### src/rtl/fetch_unit.sv
// Instruction fetch stage: PC register, IF/ID pipeline register and a
// small IDLE/RUN/HALTED controller. Instruction memory is external and
// combinational: imem_addr is the PC, imem_instr returns in the same cycle.
module fetch_unit #(
  parameter int                       DATA_WIDTH    = 20,
  parameter int                       ADDRESS_WIDTH = 8,
  parameter logic [ADDRESS_WIDTH-1:0] RESET_PC      = '0,
  parameter logic [DATA_WIDTH-1:0]    HALT_WORD     = '1
) (
  input  logic                     clk,
  input  logic                     rst,
  input  logic                     stall,
  input  logic                     redirect,
  input  logic [ADDRESS_WIDTH-1:0] redirect_pc,
  output logic [ADDRESS_WIDTH-1:0] imem_addr,
  input  logic [DATA_WIDTH-1:0]    imem_instr,
  output logic [DATA_WIDTH-1:0]    ifid_instr,
  output logic [ADDRESS_WIDTH-1:0] ifid_pc,
  output logic [ADDRESS_WIDTH-1:0] ifid_pc_plus1,
  output logic                     ifid_valid,
  output logic                     halted
);

  typedef enum logic [1:0] {
    IDLE   = 2'd0,
    RUN    = 2'd1,
    HALTED = 2'd2
  } state_t;

  state_t                   state_q, state_d;
  logic [ADDRESS_WIDTH-1:0] pc_q, pc_d;
  logic [ADDRESS_WIDTH-1:0] pc_inc;
  logic [DATA_WIDTH-1:0]    instr_q, instr_d;
  logic [ADDRESS_WIDTH-1:0] ipc_q, ipc_d;
  logic [ADDRESS_WIDTH-1:0] ipc1_q, ipc1_d;
  logic                     valid_q, valid_d;

  // Truncating increment: the all-ones address wraps to zero.
  assign pc_inc = pc_q + 1'b1;

  // Next-state and next-register values; redirect beats stall beats fetch.
  always_comb begin
    state_d = state_q;
    pc_d    = pc_q;
    instr_d = instr_q;
    ipc_d   = ipc_q;
    ipc1_d  = ipc1_q;
    valid_d = valid_q;
    if (redirect) begin
      pc_d    = redirect_pc;
      instr_d = '0;
      ipc_d   = '0;
      ipc1_d  = '0;
      valid_d = 1'b0;
      state_d = RUN;
    end else if (!stall) begin
      unique case (state_q)
        IDLE: begin
          valid_d = 1'b0;
          state_d = RUN;
        end
        RUN: begin
          instr_d = imem_instr;
          ipc_d   = pc_q;
          ipc1_d  = pc_inc;
          valid_d = 1'b1;
          // A halt word is delivered to decode but the PC parks on it.
          if (imem_instr == HALT_WORD) begin
            state_d = HALTED;
          end else begin
            pc_d = pc_inc;
          end
        end
        HALTED: begin
          valid_d = 1'b0;
        end
        default: begin
          valid_d = 1'b0;
          state_d = IDLE;
        end
      endcase
    end
  end

  // State, PC and IF/ID registers with synchronous reset.
  always_ff @(posedge clk) begin
    if (rst) begin
      state_q <= IDLE;
      pc_q    <= RESET_PC;
      instr_q <= '0;
      ipc_q   <= '0;
      ipc1_q  <= '0;
      valid_q <= 1'b0;
    end else begin
      state_q <= state_d;
      pc_q    <= pc_d;
      instr_q <= instr_d;
      ipc_q   <= ipc_d;
      ipc1_q  <= ipc1_d;
      valid_q <= valid_d;
    end
  end

  assign imem_addr     = pc_q;
  assign ifid_instr    = instr_q;
  assign ifid_pc       = ipc_q;
  assign ifid_pc_plus1 = ipc1_q;
  assign ifid_valid    = valid_q;
  assign halted        = (state_q == HALTED);

endmodule

### config.mk
export PLATFORM = sky130hd
export DESIGN_NAME = fetch_unit
export DESIGN_NICKNAME = d
export VERILOG_FILES = /design/src/rtl/fetch_unit.sv
export SDC_FILE = /design/constraint.sdc
export NUM_CORES = 1
export LEC_CHECK = 0
export CAP_MARGIN = 25
export CELL_PAD_IN_SITES_DETAIL_PLACEMENT = 0
export CELL_PAD_IN_SITES_GLOBAL_PLACEMENT = 2
export CORE_MARGIN = 2
export CORE_UTILIZATION = 24
export DETAILED_ROUTE_END_ITERATION = 7
export PLACE_DENSITY = 0.84
export REMOVE_ABC_BUFFERS = 1
export SYNTH_ARGS = -nofsm -noshare
export SYNTH_HDL_FRONTEND = slang
export SYNTH_SLANG_ARGS = --single-unit
export TNS_END_PERCENT = 20
### constraint.sdc
create_clock -name clk -period 1.8 [get_ports clk]
set_input_delay 0.27 -clock clk [delete_from_list [all_inputs] [get_ports clk]]
set_output_delay 0.27 -clock clk [all_outputs]
set_load 0.01 [all_outputs]
Word level (Yosys, flattened, before mapping)
Cells that the tools add are included.

Bits in registers: 47. Logic and storage cells: 34. Input port bits: 32.

Reduce and logical (&&, ||, !) cells: 7. Add/subtract/negate cells: 1. Equal/unequal tests: 8. Muxes and demuxes: 9. Bitwise logic cells: 2.

Operators with widths (number): two-way mux 8 bit (4); == test 20 bit, second input constant (1); AND reduction 3 bit (3); adder 8 x 1 -> 8 bit, second input constant (1); inequality test 2 bit, second input constant (3); one-hot mux 2 bit (3 select lines) (1); two-way mux 1 bit (3); inequality test 3 bit, second input constant (1); == test 2 x 1 -> 1 bit, second input constant (1); == test 2 bit, second input constant (1); logical NOT 2 bit (1); two-way mux 2 bit (1); inequality test 2 x 1 -> 1 bit, second input constant (1); NOT 1 bit (2); AND reduction 2 bit (1); nonzero test 2 bit (1); OR reduction 2 bit (1).

Logic depth before layout (Yosys ltp)
Depth in word-level cells: 5. Gate-level depth with buffers: 5. Depth with buffers taken out: 5.

Worst setup path before layout
No wires, ideal clock.

Kind: flip-flop to flip-flop. From: reg pc_q[2] (netlist: imem_addr[2]). To: reg pc_q[7] (netlist: imem_addr[7]). Arrival time: 1481 ps. Path slack: 207 ps. Library setup time: 112 ps. Data required time: 1688 ps. Path buffers: 1. Stages on the path, launching flop included: 6. Cell sequence: dfxtp_1 -> buf_2 -> and4_1 -> nand4_1 -> a211o_1 -> a2111oi_1.

Longest elaborated chain between the ends: 5.

Ends and longest elaborated chain: start: declaration (line 31) `logic [ADDRESS_WIDTH-1:0] pc_q, pc_d;`; start signal: assignment (line 96) `pc_q <= pc_d;`; adder 8 x 1 -> 8 bit (line 39) `assign pc_inc = pc_q + 1'b1;`; two-way mux 8 bit (line 68) `if (imem_instr == HALT_WORD) begin`; two-way mux 8 bit (line 57) `unique case (state_q)`; two-way mux 8 bit (line 56) `end else if (!stall) begin`; two-way mux 8 bit (line 49) `if (redirect) begin`.

No other way between the ends. The select of a mux whose other input is x is not followed. A chain may end at the register's enable or synchronous reset.

Final worst setup path
From: in imem_instr[18]. To: reg pc_q[5] (netlist: imem_addr[5]).

Longest elaborated chain between the ends: 3.

Ends and longest elaborated chain: start: declaration (line 16) `input logic [DATA_WIDTH-1:0] imem_instr,`; == test 20 bit (line 68); inequality test 2 bit (no source line); AND reduction 3 bit (no source line).

No other way between the ends.

==> results.md <==
* Worst Setup End Kind: flip-flop
* Placement Setup Slack at -0.408 ns
* Worst Path Buf+Inv at 1
* DR WL/cell at 13.3 µm
* Post-Syn Area at 2060 µm²
* Asr flop ratio synth at 0%
* DR iter-0 viols at 66
* Initial Utilization at 25.0%
* GRT busiest layer: met2
* Pwr/cell area at 648 nW/µm²
* Met1 usage at 17.0%
* # hold bufs at CTS at 0
* Cell Chain, Critical Path: clkdlybuf4s50_1 > nand4_1 > or3_4 > o2111a_1 > a2111oi_2
* MaxCap Viol Count at 0
* Full die area at 9350 µm²
* Clk_skew at 0.00627 ns
* Setup tns final at 0 ns
* CTS buffer count at 5
* Main area contributors after synthesis: dfxtp_1, nand2_1, a21oi_1, nor2_1, a2111oi_2
* CP Class: primary input to flip-flop
* Crit start category: primary input
* Final Critical Period at 1.76 ns
* Worst EP arrival at 1.96 ns
* Status: finished clean
* N_diodes at 0
* CTS tree: done
* Max Root-Sink Buffers at 2
* Reg area at 942 µm²
* Post-route ant nets at 0
* Number of synthesized flops with an enable pin at 0
* Synth area leader: dfxtp_1
* Hold WS at 0.260 ns
* Ys Warns at 0
* Share of cells above drive strength 1 at 14.3%
* Hold crit path type: primary input to flip-flop
* Least-Margin Pin Slew at 0.426 ns
* Area of the multi-input gates at 1040 µm²
* Crit Path Max Fanout at 5
* Slew HR at 71.5%
* Post-DP HPWL at 4.37 mm
* Number of failing hold endpoints at the final stage at 0
* Critical path's largest stage delay at 0.49 ns
* Top-area cell type share of the netlist area at 45.6%
* Register area share after synthesis at 45.6%
* Setup violators final at 0
* Max Slew Vio Count at 0
* Seq cells post-synth at 47
* Cell family with most CP delay: simple AND/OR/NAND/NOR gates
* Worst VDD drop at 0.000252 V
* Layout area overhead at 56.6%
* Root Buffer: clkbuf_8
* Worst skew pair latency at 0.30 ns
* Layout net count at 383
* First-pass GRT wire length at 9.52 mm
* Die Width at 96.7 µm
* Chip Height at 96.7 µm
* WP data required at 2.00 ns
* Via count at 2074
* Final period utilization at 97.7%
* Overflow after GRT at 0
* # IOs at 78
* Worst Hold Launch: imem_instr[4]
* Antenna violations before repair at 0
* Synth cell count leaders: nand2_1, dfxtp_1, a21oi_1
* Post-synthesis cell count at 254
* Highest-delay cell along the critical path: clkdlybuf4s50_1
* H-tree levels at 2
* Rows at 33
* CTS clk-pin slew, worst paths at 0.08 ns
* Met2 Use GR at 18.9%
* Worst R2R Setup Slack at 0.14 ns
* Leakage power at 1.12 nW
* Largest net degree at the start of global routing at 39
* # fillers at 884
* Vias in the first global route at 1822
* Routed Wire Length at 6.07 mm
* Total Power at 2.09 mW
* Synth cell types at 38
* Via/cell ratio at 4.56
* CTS sink cnt at 47
* Placeable Area at 8260 µm²
* Drt first pass iters at 4
* GPL Wtd Cong at 0.744
* Port Buf Inserts at 77
* CP startpoint: imem_instr[18]
* Worst Slack Setup Final at 0.0416 ns
* Most frequent cell after synthesis: nand2_1
* Ys flop type: dfxtp_1
* GRT Total Usage at 12.4%
* # DRC at 0
* Met3 Use GR at 3.83%
* Mean Syn Cell Area at 8.12 µm²
* Crit Reg-Reg Startpoint: state_q[0]$_SDFFE_PP0P_
* Achievable clock frequency at 569 MHz
report_power, final:
part	internal, mW	total [mW]	leakage, nW	switching (mW)
Combinational	0.188	0.353	0.692	0.165
Sequential	1.07	1.09	0.383	0.0229
Clock	0.302	0.645	0.0470	0.343
Total	1.56	2.09	1.12	0.531
per-layer routing:
| metal | vias up | share of wire [%] |
|---|---|---|
| met3 | 2 | 4.8 |
| met5 | - | 0 |
| li1 | 1077 | - |
| met1 | 949 | 48 |
| met4 | 0 | 0.25 |
| met2 | 46 | 47 |
state kept, by name, indices dropped and copies added, names as in the netlist:
| name | cells |
|---|---|
| ifid_instr | 20 |
| ifid_pc | 8 |
| ifid_pc_plus1 | 8 |
| imem_addr | 8 |
| state_q | 2 |
| ifid_valid | 1 |
final timing paths:
| check | cells past startpoint | to |
|---|---|---|
| setup / recovery | 5 | imem_addr[5]$_SDFFE_PP0P_ |
| hold / removal | 3 | ifid_instr[4]$_SDFFE_PP0P_ |
| hold reg to reg | 2 | ifid_instr[6]$_SDFFE_PP0P_ |
| setup reg to reg | 4 | imem_addr[5]$_SDFFE_PP0P_ |
through the flow:
stage	std cells	area (µm²)	util (%)
final	455	3230	39.1
after global routing	455	3230	39.1
after CTS	453	3200	38.8
after detailed placement	446	3110	37.7
after global placement	446	3110	37.7
after floorplan	235	1970	-
layout by cell type, fill, tap and decap left out, types with 5 or more instances in the layout:
| master | n |
|---|---|
| clkbuf_8 | 6 |
| a211oi_1 | 6 |
| nand3_1 | 6 |
| o21ai_0 | 5 |
| nand4_1 | 5 |
| nor2_1 | 24 |
| buf_4 | 29 |
| a21oi_1 | 34 |
| nand2_1 | 62 |
| dfxtp_1 | 46 |
| clkdlybuf4s50_1 | 73 |
kinds of logic after synthesis:
logic type / after synthesis / synth area share, %
adder cells (fa/ha/maj): 1 / 0.607
AND/OR/NAND/NOR: 111 / 24.3
buffers and inverters: 22 / 4.91
flip-flops: 47 / 45.6
AO/OA/AOI/OAI: 68 / 22.4
XOR/XNOR: 5 / 2.12
repair_timing:
action,in CTS,in global routing
pin swaps,0,7
cloned,0,1
endpoints found under the setup margin,4,6
resized for setup,1,5
setup buffers,0,1
layout make-up:
cell class                 count  area share (%)
tap                          105            4.07
inverter                       3           0.349
clock inverter                 1           0.155
sequential                    47            29.2
clock buffer                   6            2.56
timing repair buffer         107            31.5
multi-input combinational    186            32.2
tightest hold or removal path: stages:
cell            delay (ns)
dlymetal6s2s_1        0.13
nand2_1               0.06
a21oi_1               0.05
(Power assumes the default switching activity.)
